===== src/rtl/hazard_pkg.sv =====
// hazard_pkg: shared encodings for the hazard unit (writeback source, forward select, FSM states).
// Revision 1.0
`default_nettype none

package hazard_pkg;

  typedef enum logic [1:0] {
    WB_PC4  = 2'd0,
    WB_ALU  = 2'd1,
    WB_LOAD = 2'd2,
    WB_CSR  = 2'd3
  } wb_sel_e;

  typedef enum logic [1:0] {
    FWD_RF      = 2'd0,
    FWD_MW_ALU  = 2'd1,
    FWD_MW_LOAD = 2'd2
  } fwd_sel_e;

  typedef enum logic [1:0] {
    RUN      = 2'd0,
    MEM_WAIT = 2'd1,
    ERR      = 2'd2
  } hz_state_e;

  localparam int unsigned WAIT_CNT_W = 8;

endpackage

`default_nettype wire


===== src/rtl/hazard_fwd_cmp.sv =====
// hazard_fwd_cmp: dependency check and forward-select for one Execute source operand.
// Revision 1.0
`default_nettype none

module hazard_fwd_cmp
  import hazard_pkg::*;
(
  input  logic [4:0] rs_E,
  input  logic       rs_en_E,
  input  logic [4:0] rd_MW,
  input  logic       reg_wrMW,
  input  logic [1:0] wb_selMW,
  output fwd_sel_e   fwd_sel
);

  logic dep;

  // x0 is hard-wired zero, so a write to it never creates a dependency
  assign dep = rs_en_E & reg_wrMW & (rd_MW != 5'd0) & (rs_E == rd_MW);

  always_comb begin
    fwd_sel = FWD_RF;
    if (dep) begin
      fwd_sel = (wb_sel_e'(wb_selMW) == WB_LOAD) ? FWD_MW_LOAD : FWD_MW_ALU;
    end
  end

endmodule

`default_nettype wire


===== src/rtl/hazard_unit.sv =====
// hazard_unit: stall/flush/forwarding control for the 3-stage core with a bounded memory-wait FSM.
// Revision 1.0 -- optional perf counters enabled by defining HAZARD_PERF_CNT_EN.
`default_nettype none

module hazard_unit
  import hazard_pkg::*;
#(
  parameter int unsigned TIMEOUT_CYC = 16,
  parameter int unsigned CNT_W       = 32
) (
  input  logic             clk,
  input  logic             rst,
  input  logic [4:0]       rs1_E,
  input  logic [4:0]       rs2_E,
  input  logic             rs1_en_E,
  input  logic             rs2_en_E,
  input  logic [4:0]       rd_MW,
  input  logic             reg_wrMW,
  input  logic [1:0]       wb_selMW,
  input  logic             mem_req_MW,
  input  logic             dmem_rsp_valid,
  input  logic             br_taken_E,
  output logic             stall_FE,
  output logic             Stall_MW,
  output logic             flush_FE,
  output logic [1:0]       fwd_sel_a,
  output logic [1:0]       fwd_sel_b,
  output logic             timeout_err
`ifdef HAZARD_PERF_CNT_EN
  ,
  output logic [CNT_W-1:0] stall_cnt,
  output logic [CNT_W-1:0] flush_cnt
`endif
);

  localparam logic [WAIT_CNT_W-1:0] TIMEOUT_LIM = WAIT_CNT_W'(TIMEOUT_CYC);

  if ((TIMEOUT_CYC < 1) || (TIMEOUT_CYC > 255) || (CNT_W < 1)) begin : g_param_check
    $error("hazard_unit: TIMEOUT_CYC must be 1..255 and CNT_W >= 1");
  end

  hz_state_e             state_q, state_d;
  logic [WAIT_CNT_W-1:0] cnt_q, cnt_d;
  logic                  terr_q, terr_d;
  logic                  stall;
  fwd_sel_e              fwd_a, fwd_b;

  hazard_fwd_cmp u_fwd_a (
    .rs_E     (rs1_E),
    .rs_en_E  (rs1_en_E),
    .rd_MW    (rd_MW),
    .reg_wrMW (reg_wrMW),
    .wb_selMW (wb_selMW),
    .fwd_sel  (fwd_a)
  );

  hazard_fwd_cmp u_fwd_b (
    .rs_E     (rs2_E),
    .rs_en_E  (rs2_en_E),
    .rd_MW    (rd_MW),
    .reg_wrMW (reg_wrMW),
    .wb_selMW (wb_selMW),
    .fwd_sel  (fwd_b)
  );

  always_comb begin
    state_d = state_q;
    cnt_d   = cnt_q;
    terr_d  = terr_q;
    stall   = 1'b0;
    case (state_q)
      RUN: begin
        if (mem_req_MW && !dmem_rsp_valid) begin
          stall   = 1'b1;
          state_d = MEM_WAIT;
          cnt_d   = WAIT_CNT_W'(1);
        end
      end
      MEM_WAIT: begin
        // A response arriving on the timeout cycle still releases the pipeline
        if (dmem_rsp_valid) begin
          state_d = RUN;
          cnt_d   = '0;
        end else begin
          stall = 1'b1;
          if (cnt_q == TIMEOUT_LIM) begin
            state_d = ERR;
            terr_d  = 1'b1;
          end else begin
            cnt_d = cnt_q + WAIT_CNT_W'(1);
          end
        end
      end
      ERR: begin
        stall = 1'b1;
      end
      default: begin
        state_d = RUN;
      end
    endcase
  end

  always_ff @(posedge clk) begin
    if (rst) begin
      state_q <= RUN;
      cnt_q   <= '0;
      terr_q  <= 1'b0;
    end else begin
      state_q <= state_d;
      cnt_q   <= cnt_d;
      terr_q  <= terr_d;
    end
  end

  assign stall_FE    = stall;
  assign Stall_MW    = stall;
  // A held branch re-presents after the stall, so it is flushed then
  assign flush_FE    = br_taken_E & ~stall;
  assign fwd_sel_a   = fwd_a;
  assign fwd_sel_b   = fwd_b;
  assign timeout_err = terr_q;

`ifdef HAZARD_PERF_CNT_EN
  logic [CNT_W-1:0] stall_cnt_q, flush_cnt_q;

  always_ff @(posedge clk) begin
    if (rst) begin
      stall_cnt_q <= '0;
      flush_cnt_q <= '0;
    end else begin
      if (Stall_MW) stall_cnt_q <= stall_cnt_q + CNT_W'(1);
      if (flush_FE) flush_cnt_q <= flush_cnt_q + CNT_W'(1);
    end
  end

  assign stall_cnt = stall_cnt_q;
  assign flush_cnt = flush_cnt_q;
`endif

endmodule

`default_nettype wire

===== config.mk =====
export PLATFORM = sky130hd
export DESIGN_NAME = hazard_unit
export DESIGN_NICKNAME = d
export VERILOG_FILES = /design/src/rtl/hazard_pkg.sv /design/src/rtl/hazard_fwd_cmp.sv /design/src/rtl/hazard_unit.sv
export SDC_FILE = /design/constraint.sdc
export NUM_CORES = 1
export LEC_CHECK = 0
export CELL_PAD_IN_SITES_DETAIL_PLACEMENT = 0
export CELL_PAD_IN_SITES_GLOBAL_PLACEMENT = 1
export CORE_UTILIZATION = 33
export CTS_BUF_LIST = sky130_fd_sc_hd__clkbuf_8 sky130_fd_sc_hd__clkbuf_16
export DETAILED_ROUTE_END_ITERATION = 10
export GPL_TIMING_DRIVEN = 0
export PLACE_DENSITY = 0.85
export SYNTH_ARGS = -nofsm -noshare
export SYNTH_HDL_FRONTEND = slang
export SYNTH_HIERARCHICAL = 1
export SYNTH_SLANG_ARGS = --single-unit

===== constraint.sdc =====
create_clock -name clk -period 4.1 [get_ports clk]
set_input_delay 1.025 -clock clk [delete_from_list [all_inputs] [get_ports clk]]
set_output_delay 1.025 -clock clk [all_outputs]
set_load 0.1 [all_outputs]

==> results.md <==
* Status: finished with violations
* Failing checks: DRC
* Clock skew at 0.00333 ns
* Mapped Cells at 99
* Hold-fix buffers, CTS at 0
* Utilization after layout at 50.8%
* Mapped Area at 848 sq um
* DIE AREA at approximately 2800 sq um
* H-tree depth at 1
* CP max stage delay at 0.57 ns
* Dpl ws at -0.558 ns
* Routed vias/inst at roughly 5.3
* DRC at 2
* CP startpoint: rd_MW[3]
* Syn Area/Cell at 8.57 sq um
* Main synth FF type: dfxtp_1
* Core area at 2450 sq um
* Syn Nets at 126
* Number of synthesized flops with an enable pin at 0
* Final Slew Violations at 0
* Crit path arrival time at approximately 3.0 ns
* Final-report hold violation count at 0
* WP data required at 3.07 ns
* Clock Path Buffers at 2
* Unrepaired setup endpoints after global routing: false
* 1st-iter DRT viols at 20
* Post-CTS sizing at 19
* Worst Setup Path Type: in -> out
* Peak VDD IR at 0.000203 V
* Global route overflow at 0
* Synth warn at 6
* Post-DP HPWL at between 1500 and 2000 um
* Setup slack after layout at 0.0706 ns
* Reg2reg start: cnt_q[0]
* Flops & latches, synth at 11
* Final critical-path share of the clock period at 98.3%
* Area growth syn-to-layout at 46.9%
* I/O pins at 33
* Vias in the first global route at between 800 and 900
* Count of final setup violators at 0
* Wirelength, routed at 2070 um
* Die height at 52.7 um
* Post-route cell area at 1250 sq um
* Final #Nets at between 150 and 200
* Largest net degree at the start of global routing at 11
* Die width at 52.7 um
* Vias at 878
* Root Driver: clkbuf_8
* GPL Wtd Cong at around 0.8
* Initial antenna violation count at 0
* Crit path time final at 4.03 ns
* Layout cells sized above 1 at roughly 16%
* CTS tree: built
* Worst-Margin Slew at 0.958 ns
* Hold Path Class: reg -> reg
* Synth cell types at 38
* PwrDens at 238 nW/um^2
* Routed len/inst at 12.5 um
* Initial core utilization at 34.6%
* Worst-path clk slew at 0.05 ns
* Clk_lat worst skew at 0.24 ns
* Rows at 18
* First-pass GRT wire length at 3440 um
* Endpoint class of the critical path: output port
* Critical Path Start Type: input port
* Post-Place Cell Area at 1210 sq um
* Critical path cell sequence: clkdlybuf4s50_1 -> xor2_1 -> or4_4 -> nor3_1 -> clkdlybuf4s18_2
* Max-cap viol count at 0
* Global Route Usage Sum at 16.6%
* Sequential area share after synthesis at between 20% and 30%
* CTS buffer count at 3
* FMAX at 248 MHz
* Relative slew slack at 35.9%
* Buffers added on ports at 32
* HP Start: timeout_err
* Leak at 0.466 nW
* Clock sinks at 11
* Pre-Repair DR Iteration Count at 9
* Critical-path top delay cell: clkdlybuf4s18_2
* Crit Path Max Fanout at 4
* Post-CTS Setup Inserts at 0
* Detail Route Antenna Nets at 0
* Ant diodes at 0
* FFs w/ async S/R, synth at 0%
## final timing paths
| path | end | slack, ns | cells after the start |
|---|---|---|---|
| setup / recovery | fwd_sel_a[1] | 0.07 | 5 |
| setup reg to reg | state_q[0] | 2.57 | 5 |
| hold reg to reg | timeout_err | 0.46 | 2 |
| hold / removal | timeout_err | 0.46 | 2 |
## state kept, by name (all words and copies together), names as in the netlist
name	cells
state_q	2
timeout_err	1
cnt_q	8
## layer usage
layer	vias up	share of wire, %	global-route usage (%)
li1	440	-	-
met1	400	43	19.6
met2	36	49	29.3
met3	2	7.3	3.48
met4	0	1.0	5.26
met5	-	0	0
## report_power, final
| group | internal [mW] | switching [mW] | total [mW] |
|---|---|---|---|
| logic | 0.0388 | 0.0419 | 0.0807 |
| registers | 0.109 | 0.00201 | 0.111 |
| clock network | 0.0657 | 0.0401 | 0.106 |
## area by class of cell
cell class / count / area [sq um]
Timing Repair Buffer: 32 / 312
Tap cell: 30 / 37.5
Clock buffer: 3 / 41.3
Inverter: 4 / 15.0
Multi-Input combinational cell: 82 / 606
Buffer: 2 / 11.3
Sequential cell: 11 / 220
Fill cell: 244 / 1210
Clock inverter: 1 / 3.75
## critical path, delay by kind of cell
family                 cells  cell delay, ns
AND/OR/NAND/NOR            2            0.73
buffers and inverters      2            1.05
XOR/XNOR                   1            0.19
## cells by family (layout without fill, tap and decap cells)
| group | count (synthesis) | count (layout) | synth area share (%) |
|---|---|---|---|
| AND/OR/NAND/NOR | 46 | 46 | 35.4 |
| XOR/XNOR | 10 | 10 | 10.3 |
| buffers and inverters | 6 | 42 | 3.10 |
| AO/OA/AOI/OAI | 24 | 24 | 22.3 |
| adder cells (fa/ha/maj) | 2 | 2 | 2.95 |
| flip-flops | 11 | 11 | 26.0 |
## synth_stat cells, types with 3 or more instances
cell	number	area share, %
nand2_1	7	3.1
a21o_1	3	2.7
nor3_1	8	4.7
xor2_1	6	6.2
o21ai_1	3	1.8
xnor2_1	4	4.1
nand3_1	6	3.5
dfxtp_1	11	26
a21oi_1	5	2.9
inv_1	4	1.8
nor2_1	4	1.8
nand2b_1	3	2.2
## layout by cell type, fill, tap and decap left out, types with 2 or more instances in the layout
master	count
and3_1	2
dfxtp_1	11
a22o_1	2
xnor2_1	4
nand3b_1	2
clkbuf_8	3
nor2b_1	2
or4_4	2
or4_2	2
a21o_1	3
ha_1	2
dlygate4sd2_1	3
a21oi_1	5
inv_1	5
xor2_1	6
o21ai_1	2
o2bb2ai_1	2
clkdlybuf4s50_1	25
clkdlybuf4s18_2	3
nand2b_1	3
nand3_1	6
nor2_1	4
nor3_1	8
a311oi_1	2
nand2_1	7
## metrics by stage
stage	total power [mW]	setup TNS [ns]	instances	hold slack (ns)
final	0.297	0	165	0.465
after global routing	0.309	0	165	0.520
after CTS	0.300	0	165	0.472
after detailed placement	0.195	-2.46	161	0.458
after global placement	0.193	-2.38	161	0.453
after floorplan	0.157	-2.83	99	0.451
(Power assumes the default switching activity.)
